**src/rtl/timer_pkg.sv**
```systemverilog
// Shared definitions for the coincidence interval timer and related serial-reporting blocks.
// Contents: FSM state encodings, monitor-mux select codes, and a saturating 8-bit increment.
package timer_pkg;

    localparam int unsigned STAT_W = 8;

    // FSM state encodings
    localparam logic [1:0] ST_IDLE    = 2'd0;
    localparam logic [1:0] ST_COUNT   = 2'd1;
    localparam logic [1:0] ST_HOLDOFF = 2'd2;

    // Monitor mux selects; codes 0..7 select a registered discriminator channel
    localparam logic [3:0] MON_START    = 4'd8;
    localparam logic [3:0] MON_STOP     = 4'd9;
    localparam logic [3:0] MON_COUNTING = 4'd10;
    localparam logic [3:0] MON_VALID    = 4'd11;
    localparam logic [3:0] MON_PULSER   = 4'd12;

    // Increment that sticks at all-ones instead of wrapping
    function automatic logic [STAT_W-1:0] sat_inc(input logic [STAT_W-1:0] v);
        return (&v) ? v : v + STAT_W'(1);
    endfunction

endpackage

```
**src/rtl/coinc_interval_timer_if.sv**
```systemverilog
// Result drain bus: FIFO head with a valid/ready handshake toward the serial sender.
// Ports: result_data (CNT_W) and result_valid from the producer, result_ready from the consumer.
interface coinc_interval_timer_if #(
    parameter int unsigned CNT_W = 8
);
    logic [CNT_W-1:0] result_data;
    logic             result_valid;
    logic             result_ready;

    modport master (output result_data, output result_valid, input result_ready);
    modport slave  (input result_data, input result_valid, output result_ready);
endinterface

```
**src/rtl/sync_fifo.sv**
```systemverilog
// Single-clock FIFO with a registered head word and registered valid/full flags.
// Ports: clk, reset (async, active-high), push_i/wdata_i, pop_i, rdata_o (head), valid_o, full_o.
// A push while full is accepted only when a pop happens in the same cycle.
module sync_fifo #(
    parameter int unsigned WIDTH = 8,
    parameter int unsigned DEPTH = 8
) (
    input  logic             clk,
    input  logic             reset,
    input  logic             push_i,
    input  logic [WIDTH-1:0] wdata_i,
    input  logic             pop_i,
    output logic [WIDTH-1:0] rdata_o,
    output logic             valid_o,
    output logic             full_o
);
    localparam int unsigned PTR_W = (DEPTH > 1) ? $clog2(DEPTH) : 1;
    localparam int unsigned OCC_W = $clog2(DEPTH + 1);

    logic [WIDTH-1:0] mem_q [DEPTH];
    logic [PTR_W-1:0] wr_ptr_q, wr_ptr_d, rd_ptr_q, rd_ptr_d;
    logic [OCC_W-1:0] occ_q, occ_d;
    logic [WIDTH-1:0] head_q, head_d;
    logic             valid_q, valid_d, full_q, full_d;
    logic             do_push, do_pop;

    // Pointer/occupancy update and look-ahead of the next head word
    always_comb begin
        do_pop   = pop_i && valid_q;
        do_push  = push_i && (!full_q || do_pop);
        wr_ptr_d = do_push ? wr_ptr_q + PTR_W'(1) : wr_ptr_q;
        rd_ptr_d = do_pop  ? rd_ptr_q + PTR_W'(1) : rd_ptr_q;
        occ_d    = occ_q + OCC_W'(do_push) - OCC_W'(do_pop);
        // The slot about to become head may be the one being written this cycle
        head_d   = (do_push && (wr_ptr_q == rd_ptr_d)) ? wdata_i : mem_q[rd_ptr_d];
        valid_d  = (occ_d != '0);
        full_d   = (occ_d == OCC_W'(DEPTH));
    end

    always_ff @(posedge clk or posedge reset) begin
        if (reset) begin
            wr_ptr_q <= '0;
            rd_ptr_q <= '0;
            occ_q    <= '0;
            head_q   <= '0;
            valid_q  <= 1'b0;
            full_q   <= 1'b0;
        end else begin
            wr_ptr_q <= wr_ptr_d;
            rd_ptr_q <= rd_ptr_d;
            occ_q    <= occ_d;
            head_q   <= head_d;
            valid_q  <= valid_d;
            full_q   <= full_d;
        end
    end

    // Storage array carries no reset; contents are qualified by occupancy
    always_ff @(posedge clk) begin
        if (do_push) mem_q[wr_ptr_q] <= wdata_i;
    end

    assign rdata_o = head_q;
    assign valid_o = valid_q;
    assign full_o  = full_q;

endmodule

```
**src/rtl/coinc_interval_timer.sv**
```systemverilog
// Coincidence start/stop interval timer: masked start coincidence with veto, masked stop,
// prescaled interval counter, dead-time after each event, and a result FIFO drained over res_if.
// Ports: clk, reset (async, active-high), sig_in, start_req_mask, start_veto_mask, stop_mask,
//        min_count, mon_sel, mon_out, counting, res_if (master), drop_cnt, ovf_cnt.
// Build option TIMER_SELFTEST_EN adds input selftest_en and an internal LFSR-timed pulser
// that forces a start every 2^16 cycles and a stop 100..163 cycles later.
module coinc_interval_timer
    import timer_pkg::*;
#(
    parameter int unsigned N_CH           = 3,
    parameter int unsigned CNT_W          = 8,
    parameter int unsigned PRESCALE       = 4,
    parameter int unsigned FIFO_DEPTH     = 8,
    parameter int unsigned HOLDOFF_CYCLES = 16
) (
    input  logic                  clk,
    input  logic                  reset,
    input  logic [N_CH-1:0]       sig_in,
    input  logic [N_CH-1:0]       start_req_mask,
    input  logic [N_CH-1:0]       start_veto_mask,
    input  logic [N_CH-1:0]       stop_mask,
    input  logic [CNT_W-1:0]      min_count,
    input  logic [3:0]            mon_sel,
`ifdef TIMER_SELFTEST_EN
    input  logic                  selftest_en,
`endif
    output logic                  mon_out,
    output logic                  counting,
    coinc_interval_timer_if.master res_if,
    output logic [STAT_W-1:0]     drop_cnt,
    output logic [STAT_W-1:0]     ovf_cnt
);
    localparam int unsigned PS_W   = (PRESCALE > 1) ? $clog2(PRESCALE) : 1;
    localparam int unsigned HOLD_W = (HOLDOFF_CYCLES > 1) ? $clog2(HOLDOFF_CYCLES + 1) : 1;
    localparam logic [CNT_W-1:0] CNT_MAX = {CNT_W{1'b1}};

    logic [N_CH-1:0]   sig_q;
    logic [1:0]        state_q, state_d;
    logic [CNT_W-1:0]  count_q, count_d;
    logic [PS_W-1:0]   ps_q, ps_d;
    logic [HOLD_W-1:0] hold_q, hold_d;
    logic              counting_q, counting_d;
    logic              mon_q, mon_d;
    logic [STAT_W-1:0] drop_q, drop_d, ovf_q, ovf_d;
    logic              start_c, stop_c, start_eff_c, stop_eff_c, pulse_c;
    logic              push_c, pop_c, fifo_full;
    logic [7:0]        sig_pad;

    // Coincidence decisions on the registered inputs
    assign start_c = (|start_req_mask) & (&(sig_q | ~start_req_mask)) & ~|(sig_q & start_veto_mask);
    assign stop_c  = |(sig_q & stop_mask);

`ifdef TIMER_SELFTEST_EN
    logic [15:0] lfsr_q, lfsr_d, per_q, per_d;
    logic [7:0]  dly_q, dly_d;
    logic        run_q, run_d, st_stop_c;

    // Self-test pulser: periodic forced start, LFSR-randomised forced stop
    always_comb begin
        lfsr_d    = lfsr_q;
        per_d     = per_q;
        dly_d     = dly_q;
        run_d     = run_q;
        pulse_c   = 1'b0;
        st_stop_c = 1'b0;
        if (selftest_en) begin
            lfsr_d = {lfsr_q[14:0], lfsr_q[15] ^ lfsr_q[13] ^ lfsr_q[12] ^ lfsr_q[10]};
            per_d  = per_q + 16'd1;
            if (per_q == 16'hFFFF) begin
                pulse_c = 1'b1;
                dly_d   = 8'd100 + 8'(lfsr_q[5:0]);
                run_d   = 1'b1;
            end
        end
        if (run_q && !pulse_c) begin
            if (dly_q == 8'd1) begin
                st_stop_c = 1'b1;
                run_d     = 1'b0;
            end else begin
                dly_d = dly_q - 8'd1;
            end
        end
    end

    always_ff @(posedge clk or posedge reset) begin
        if (reset) begin
            lfsr_q <= 16'h0001;
            per_q  <= '0;
            dly_q  <= '0;
            run_q  <= 1'b0;
        end else begin
            lfsr_q <= lfsr_d;
            per_q  <= per_d;
            dly_q  <= dly_d;
            run_q  <= run_d;
        end
    end

    assign start_eff_c = start_c | pulse_c;
    assign stop_eff_c  = stop_c | st_stop_c;
`else
    assign pulse_c     = 1'b0;
    assign start_eff_c = start_c;
    assign stop_eff_c  = stop_c;
`endif

    // Interval FSM; overflow outranks stop, stop outranks increment
    always_comb begin
        state_d = state_q;
        count_d = count_q;
        ps_d    = ps_q;
        hold_d  = hold_q;
        ovf_d   = ovf_q;
        push_c  = 1'b0;
        case (state_q)
            ST_IDLE: begin
                if (start_eff_c) begin
                    state_d = ST_COUNT;
                    count_d = CNT_W'(1);
                    ps_d    = '0;
                end
            end
            ST_COUNT: begin
                if (count_q == CNT_MAX) begin
                    ovf_d   = sat_inc(ovf_q);
                    state_d = ST_HOLDOFF;
                    hold_d  = '0;
                end else if (stop_eff_c) begin
                    push_c  = (count_q >= min_count);
                    state_d = ST_HOLDOFF;
                    hold_d  = '0;
                end else if (ps_q == PS_W'(PRESCALE - 1)) begin
                    ps_d    = '0;
                    count_d = count_q + CNT_W'(1);
                end else begin
                    ps_d    = ps_q + PS_W'(1);
                end
            end
            ST_HOLDOFF: begin
                if ((HOLDOFF_CYCLES <= 1) || (hold_q == HOLD_W'(int'(HOLDOFF_CYCLES) - 1))) begin
                    state_d = ST_IDLE;
                end else begin
                    hold_d = hold_q + HOLD_W'(1);
                end
            end
            default: state_d = ST_IDLE;
        endcase
    end

    // Drop accounting and registered status/monitor outputs
    always_comb begin
        pop_c      = res_if.result_valid & res_if.result_ready;
        drop_d     = (push_c && fifo_full && !pop_c) ? sat_inc(drop_q) : drop_q;
        counting_d = (state_d == ST_COUNT);
        sig_pad    = 8'(sig_q);
        mon_d      = 1'b0;
        if (!mon_sel[3]) begin
            mon_d = sig_pad[mon_sel[2:0]];
        end else begin
            case (mon_sel)
                MON_START:    mon_d = start_eff_c;
                MON_STOP:     mon_d = stop_eff_c;
                MON_COUNTING: mon_d = counting_q;
                MON_VALID:    mon_d = res_if.result_valid;
                MON_PULSER:   mon_d = pulse_c;
                default:      mon_d = 1'b0;
            endcase
        end
    end

    always_ff @(posedge clk or posedge reset) begin
        if (reset) begin
            sig_q      <= '0;
            state_q    <= ST_IDLE;
            count_q    <= '0;
            ps_q       <= '0;
            hold_q     <= '0;
            counting_q <= 1'b0;
            mon_q      <= 1'b0;
            drop_q     <= '0;
            ovf_q      <= '0;
        end else begin
            sig_q      <= sig_in;
            state_q    <= state_d;
            count_q    <= count_d;
            ps_q       <= ps_d;
            hold_q     <= hold_d;
            counting_q <= counting_d;
            mon_q      <= mon_d;
            drop_q     <= drop_d;
            ovf_q      <= ovf_d;
        end
    end

    sync_fifo #(
        .WIDTH (CNT_W),
        .DEPTH (FIFO_DEPTH)
    ) u_fifo (
        .clk     (clk),
        .reset   (reset),
        .push_i  (push_c),
        .wdata_i (count_q),
        .pop_i   (res_if.result_ready),
        .rdata_o (res_if.result_data),
        .valid_o (res_if.result_valid),
        .full_o  (fifo_full)
    );

    assign mon_out  = mon_q;
    assign counting = counting_q;
    assign drop_cnt = drop_q;
    assign ovf_cnt  = ovf_q;

endmodule

```
**src/flat_wrapper.sv**
```systemverilog
// flat-port wrapper written by rule: the top's interface ports become plain ports
module coinc_interval_timer_flat import timer_pkg::*;
#(
    parameter int unsigned N_CH           = 3,
    parameter int unsigned CNT_W          = 8,
    parameter int unsigned PRESCALE       = 4,
    parameter int unsigned FIFO_DEPTH     = 8,
    parameter int unsigned HOLDOFF_CYCLES = 16
)
  (clk, reset, sig_in, start_req_mask, start_veto_mask, stop_mask, min_count, mon_sel, mon_out, counting, drop_cnt, ovf_cnt, res_if_result_data, res_if_result_valid, res_if_result_ready);
  coinc_interval_timer_if #(.CNT_W(CNT_W)) res_if_i ();
  input  logic clk;
  input  logic reset;
  input  logic [N_CH-1:0] sig_in;
  input  logic [N_CH-1:0] start_req_mask;
  input  logic [N_CH-1:0] start_veto_mask;
  input  logic [N_CH-1:0] stop_mask;
  input  logic [CNT_W-1:0] min_count;
  input  logic [3:0] mon_sel;
  output logic mon_out;
  output logic counting;
  output logic [STAT_W-1:0] drop_cnt;
  output logic [STAT_W-1:0] ovf_cnt;
  output wire logic [$bits(res_if_i.result_data)-1:0] res_if_result_data;
  output wire logic [$bits(res_if_i.result_valid)-1:0] res_if_result_valid;
  input wire logic [$bits(res_if_i.result_ready)-1:0] res_if_result_ready;
  assign res_if_result_data = res_if_i.result_data;
  assign res_if_result_valid = res_if_i.result_valid;
  assign res_if_i.result_ready = res_if_result_ready;
  coinc_interval_timer #(.N_CH(N_CH), .CNT_W(CNT_W), .PRESCALE(PRESCALE), .FIFO_DEPTH(FIFO_DEPTH), .HOLDOFF_CYCLES(HOLDOFF_CYCLES)) u_core (.clk(clk), .reset(reset), .sig_in(sig_in), .start_req_mask(start_req_mask), .start_veto_mask(start_veto_mask), .stop_mask(stop_mask), .min_count(min_count), .mon_sel(mon_sel), .mon_out(mon_out), .counting(counting), .res_if(res_if_i), .drop_cnt(drop_cnt), .ovf_cnt(ovf_cnt));
endmodule
```
**config.mk**
```make
export PLATFORM = sky130hd
export DESIGN_NAME = coinc_interval_timer_flat
export DESIGN_NICKNAME = d
export VERILOG_FILES = /design/src/rtl/timer_pkg.sv /design/src/rtl/coinc_interval_timer_if.sv /design/src/rtl/sync_fifo.sv /design/src/rtl/coinc_interval_timer.sv /design/src/flat_wrapper.sv
export SDC_FILE = /design/constraint.sdc
export NUM_CORES = 1
export LEC_CHECK = 0
export CAP_MARGIN = 20
export CORE_MARGIN = 3
export CORE_UTILIZATION = 61
export DETAILED_ROUTE_END_ITERATION = 10
export PLACE_DENSITY = 0.86
export SYNTH_ARGS = -nofsm -noshare
export SYNTH_HDL_FRONTEND = slang
export SYNTH_SLANG_ARGS = --single-unit
```
**constraint.sdc**
```tcl
create_clock -name clk -period 9.7 [get_ports clk]
set_input_delay 1.94 -clock clk [delete_from_list [all_inputs] [get_ports clk]]
set_output_delay 1.94 -clock clk [all_outputs]
set_load 0.02 [all_outputs]
```
==> results of run 1 <==
[worst min path at each step]
stage | start | endpoint | slack (ns)
floorplan | u_core.ps_q[0] | u_core.ps_q[0] | 0.46
global placement | u_core.ps_q[0] | u_core.ps_q[0] | 0.48
detailed placement | u_core.ps_q[0] | u_core.ps_q[0] | 0.48
CTS | u_core.ovf_cnt[5] | u_core.ovf_cnt[5] | 0.50
global route | u_core.ps_q[0] | u_core.ps_q[0] | 0.52
finish | u_core.ps_q[1] | u_core.ps_q[1] | 0.50
[registers in the layout, indices dropped and copies added (netlist names)]
name / cells
u_core.drop_cnt: 8
u_core.sig_q: 3
u_core.hold_q: 5
u_core.state_q: 2
u_core.u_fifo.rd_ptr_q: 3
u_core.counting: 1
u_core.u_fifo.valid_o: 1
u_core.u_fifo.occ_q: 4
u_core.count_q: 8
u_core.ps_q: 2
u_core.u_fifo.full_o: 1
u_core.u_fifo.wr_ptr_q: 3
u_core.u_fifo.mem_q: 64
u_core.ovf_cnt: 8
u_core.u_fifo.rdata_o: 8
u_core.mon_out: 1
[power by group]
group          switching (mW)  leakage, nW  internal [mW]
Sequential             0.0462         1.32          0.601
Combinational           0.242         1.18          0.236
Clock                   0.233        0.260          0.366
Total                   0.522         2.76           1.20
[cells in the final DEF (no fill, tap or decap), drive strengths merged, types with 3 or more instances in the layout]
master,n
edfxtp,64
clkinv,4
mux2,18
dfrtp,58
xor2,18
nand3,21
clkdlybuf4s50,53
and3,6
nor2,20
nor4,5
nand2b,5
nand2,21
ha,24
inv,29
o21ai,10
mux4,17
or3,5
nor3,6
xnor2,10
nand4,9
and2,3
clkinvlp,6
clkbuf,19
mux2i,6
buf,4
a21oi,7
[critical path: cells and delay by family]
family | cells | cell delay [ns]
compound gates | 3 | 0.89
simple gates | 3 | 0.58
fa+ha+maj | 4 | 1.16
buf+inv | 6 | 0.76
[cells by family after synthesis]
group / count (synthesis) / synth area share (%)
compound gates: 33 / 3.95
xor+xnor: 28 / 4.97
fa+ha+maj: 25 / 5.71
buf+inv: 34 / 2.65
flops: 122 / 60.1
mux: 41 / 11.9
simple gates: 110 / 10.7
[metrics by stage]
stage	util (%)	power [mW]	area, µm²
floorplan	-	1.01	5610
global placement	70.6	1.10	6240
detailed placement	70.6	1.13	6240
CTS	77.0	1.73	6810
global route	77.2	1.81	6830
finish	77.2	1.72	6830
[metal layers]
metal | wire [µm] | share of wire [%]
met5 | 0 | 0
met4 | 236 | 2.1
met3 | 606 | 5.4
met2 | 5730 | 51
met1 | 4750 | 42
[final cells by class]
cell class | instances | area share [%]
clock inverter | 14 | 2.20
timing repair buffer | 58 | 8.24
sequential | 122 | 49.4
multi-input combinational | 237 | 30.6
clock buffer | 18 | 6.12
inverter | 27 | 1.48
tap | 108 | 1.98
==> flow_summary.yaml, run 1 <==
status:
  status: "completed"
grt:
  met3_usage_pct: 6.48
  antenna_found_initial: 0
  grt_max_degree: 59
  first_global_vias: 3679
  grt_first_pass_wirelength_um: 18300
  globalRouteMet2Util_pct: 38.1
  grt_util_met1_pct: 31.1
  busiest_layer: "met2"
  grt_util_all_layers_pct: 23.5
  grt_overflow: 0
sta:
  setup_violations: 0
  fmax_mhz: 204
  drv_slew: 0
  rsz0062_at_grt: "false"
  fin_crit_sh_pct: 50.4
  finalSetupTns_ns: 0
  holdWs_ns: 0.501
  tightest_slew_ns: 0.896
  hold_viol: 0
  period_needed_ns: 4.89
  setup_ws_ns: 4.81
  slew_headroom_pct: 40.0
  final.setup_skew_ns: 0.00988
placed_design:
  pre_cts_ws_ns: 4.27
  portBuffers: 53
  post-dp-hpwl_um: 7100
  gp_congestion: 0.846
  dp_cells: 549
route:
  postRouteAntennaNets: 0
  vias: 3521
  drtPass1Iterations: 5
  drc: 0
  drtIter0Drc: 239
  wirelength_um: 11300
  post_drt_via_cell_ratio: 6.03
  wl_per_cell_um: 19.4
cts:
  cts.sinks: 122
  cts_inserted_buffers: 17
  path_clk_slew_ns: 0.06
  cts_setup_buffers: 0
  ctsLongestPathBuffers: 2
  cts_resized: 0
  cts_tree: "done"
  cts-root-buf: "clkbuf_8"
  ctsHoldBuffers: 0
  h-tree-depth: 4
  clkLatencyLatePin_ns: 0.52
yosys:
  synth_ff_type: "edfxtp_1"
  yosys.area.top_type_share_pct: 34.3
  ys_seq_area_share_pct: 60.1
  synthCells: 393
  synth_area_leaders: "edfxtp_1 34%, dfrtp_1 26%, ha_1 5.4%"
  syn_area_mm2: 0.00561
  yosys.area.top_type: "edfxtp_1"
  syn_nets: 445
  synth_common_cells: "64 x edfxtp_1, 58 x dfrtp_1, 27 x inv_1"
  ys_seq_elements: 122
  synth_area_per_cell_um2: 14.3
  synth_async_sr_flop_share_pct: 47.5
  yosysMostFrequentCell: "edfxtp_1"
  synth.distinct_cells: 52
  synth_enable_flop_cells: 64
  yosys_warnings: 0
die:
  placementRows: 34
  die_area_mm2: 0.0104
  io_pins: 54
  die_w_um: 102
  core-area_mm2: 0.00885
  die_y_um: 102
  initial_utilization_pct: 63.4
finish:
  area_delta_synth_final_pct: 21.7
  nets: 515
  regArea_mm2: 0.00337
  multi_input_area_mm2: 0.00209
  layout-drive-gt1-share_pct: 16.0
  nFillCells: 512
  antennaDiodeCount: 0
  instances_no_fill: 584
setup_path:
  crit_chain: "clkdlybuf4s50_1 > inv_1 > ha_1 > a21o_1 > a211oi_1 > a31o_1 > nor2_1 > inv_1 > ha_1 > inv_1 > ha_1 > inv_1 > fa_1 > inv_1 > nor3_1 > nor2b_1"
  cp_slowest_cell: "a31o_1"
  cp_common_cell: "inv_1"
  crit_fanout: 12
  r2r-end: "u_core.u_fifo.full_o"
  cp_data_arrival_time_ns: 5.33
  end_kind: "register"
  cpPeakStageDelay_ns: 0.49
  cp.required_ns: 10.14
  crit_type: "in -> reg"
  cp-start-kind: "input pin"
  rrSetupSlack_ns: 6.03
  r2r_start: "u_core.count_q[0]"
  startpoint: "min_count[6]"
  worst-r2r-cell-count: 16
  critPathCapture: "u_core.u_fifo.full_o"
worst_hold_path:
  whs_path_depth: 1
  holdCritPathClass: "reg -> reg"
flow_run:
  maxCapViolCount: 0
pwr:
  leakagePower_nw: 2.76
  peakVddDrop_mv: 0.138
  power_density_mw_per_mm2: 252
(Power assumes the default switching activity.)
==> run 2, diff against run 1 <==
Settings changed: CORE_UTILIZATION 61 to 52, PLACE_DENSITY 0.86 to 0.78.
Clock period 9.7 ns to 3.95 ns, I/O delays scaled along.
==> run 2 against run 1 <==
  * Wire length shrank 2.2%
  * Utilization decreased by 10 points
  * Die area is 16% higher
  * Final cell count rose by 7.0%
  * Critical path type unchanged
  * Non-clock buffer count increased by 13
  * Power rose to 2.5 times the previous value
  * Clock power increased to 2.6 times the previous value
  * Sequential share of layout area shrank 1.2 points
  * Hold slack better by 0.0052 ns
  * Via count decreased by 0.91%
==> flow_summary.yaml, run 2 (synthesized netlist as in run 1, its figures left out) <==
route:
  wl_per_cell_um: 17.7
  vias: 3489
  drtIter0Drc: 190
  post_drt_via_cell_ratio: 5.58
  drtPass1Iterations: 5
  postRouteAntennaNets: 0
  wirelength_um: 11100
  drc: 0
placed_design:
  dp_cells: 592
  pre_cts_ws_ns: 0.00155
  gp_congestion: 0.812
  post-dp-hpwl_um: 7460
  portBuffers: 53
sta:
  fmax_mhz: 292
  hold_viol: 0
  setup_violations: 0
  drv_slew: 0
  slew_headroom_pct: 60.3
  setup_ws_ns: 0.529
  tightest_slew_ns: 0.594
  fin_crit_sh_pct: 86.6
  final.setup_skew_ns: 0.00708
  holdWs_ns: 0.506
  period_needed_ns: 3.42
  finalSetupTns_ns: 0
  rsz0062_at_grt: "false"
grt:
  antenna_found_initial: 0
  busiest_layer: "met2"
  grt_util_all_layers_pct: 20.1
  met3_usage_pct: 3.93
  grt_first_pass_wirelength_um: 18300
  grt_util_met1_pct: 27.3
  globalRouteMet2Util_pct: 32.0
  grt_overflow: 0
  first_global_vias: 3621
  grt_max_degree: 30
status:
  status: "completed"
cts:
  clkLatencyLatePin_ns: 0.52
  cts_setup_buffers: 0
  cts.sinks: 122
  cts_resized: 0
  ctsLongestPathBuffers: 2
  cts_inserted_buffers: 17
  cts_tree: "done"
  h-tree-depth: 4
  ctsHoldBuffers: 0
  cts-root-buf: "clkbuf_8"
  path_clk_slew_ns: 0.06
die:
  initial_utilization_pct: 53.9
  placementRows: 37
  die_area_mm2: 0.0121
  io_pins: 54
  die_w_um: 110
  core-area_mm2: 0.0104
  die_y_um: 110
finish:
  antennaDiodeCount: 0
  final_cell_mix: "64 x edfxtp_1, 58 x dfrtp_1, 53 x clkdlybuf4s50_1"
  largest_register_ffs: 64
  layout_commonest_cell: "edfxtp_1"
  nets: 528
  instances_no_fill: 625
  finalCoreUtilization_pct: 67.2
  nFillCells: 718
  layout-drive-gt1-share_pct: 18.4
  top_register: "u_core.u_fifo.mem_q"
  area_delta_synth_final_pct: 24.7
pwr:
  peakVddDrop_mv: 0.422
  power_density_mw_per_mm2: 620
  leakagePower_nw: 2.87
setup_path:
  cp-start-kind: "input pin"
  cp.required_ns: 4.40
  cp_data_arrival_time_ns: 3.87
  worst-r2r-cell-count: 15
  rrSetupSlack_ns: 0.62
  crit_fanout: 3
  end_kind: "register"
  crit_type: "in -> reg"
flow_run:
  maxCapViolCount: 0
worst_hold_path:
  whs_path_depth: 1
  holdCritPathClass: "reg -> reg"
## run 2: metal layers
layer  up-vias  part of all wire [%]
met4         0                   1.8
met3        20                   3.7
met5         -                     0
li1       1636                     -
met1      1748                    45
met2        85                    49
## run 2: cell type report
| cell class | instances | area, µm² | share of cell area [%] |
|---|---|---|---|
| well taps | 136 | 170 | 2.43 |
| multi-input cells | 237 | 2090 | 29.8 |
| flip-flops and latches | 122 | 3370 | 48.2 |
| clock buffers | 17 | 414 | 5.92 |
| inverters | 27 | 101 | 1.45 |
| clock inverters | 15 | 188 | 2.68 |
| repair buffers | 71 | 663 | 9.48 |
## run 2: critical path: stages
cell             delay (ns)
clkdlybuf4s50_1        0.46
inv_1                  0.04
ha_1                   0.28
nand2_1                0.05
o21ai_0                0.17
nand3_1                0.10
a31o_1                 0.25
nor2_1                 0.22
inv_1                  0.08
ha_1                   0.29
inv_1                  0.05
ha_1                   0.15
inv_1                  0.05
fa_1                   0.47
inv_1                  0.05
nor3_1                 0.22
nor2b_1                0.16
## run 2: path summary, 6_finish.rpt
check	startpoint	end
worst max register to register	u_core.count_q[2]	u_core.u_fifo.full_o
worst min register to register	u_core.ps_q[0]	u_core.ps_q[0]
max in group asynchronous	reset	u_core.u_fifo.rdata_o[0]
worst max-delay path	min_count[2]	u_core.u_fifo.full_o
min in group asynchronous	reset	u_core.drop_cnt[1]
worst min-delay path	u_core.ps_q[0]	u_core.ps_q[0]
## run 2: through the flow
step | power, mW | area, µm²
2_1_floorplan | 2.48 | 5610
5_1_grt | 4.55 | 7000
6_report | 4.34 | 7000
3_3_place_gp | 2.73 | 6390
4_1_cts | 4.37 | 6990
3_5_place_dp | 2.79 | 6390
## run 2: power breakdown
group	leakage, nW	internal, mW	total (mW)	switching [mW]
clock network	0.292	0.974	1.56	0.589
registers	1.33	1.47	1.59	0.114
logic	1.25	0.594	1.18	0.590
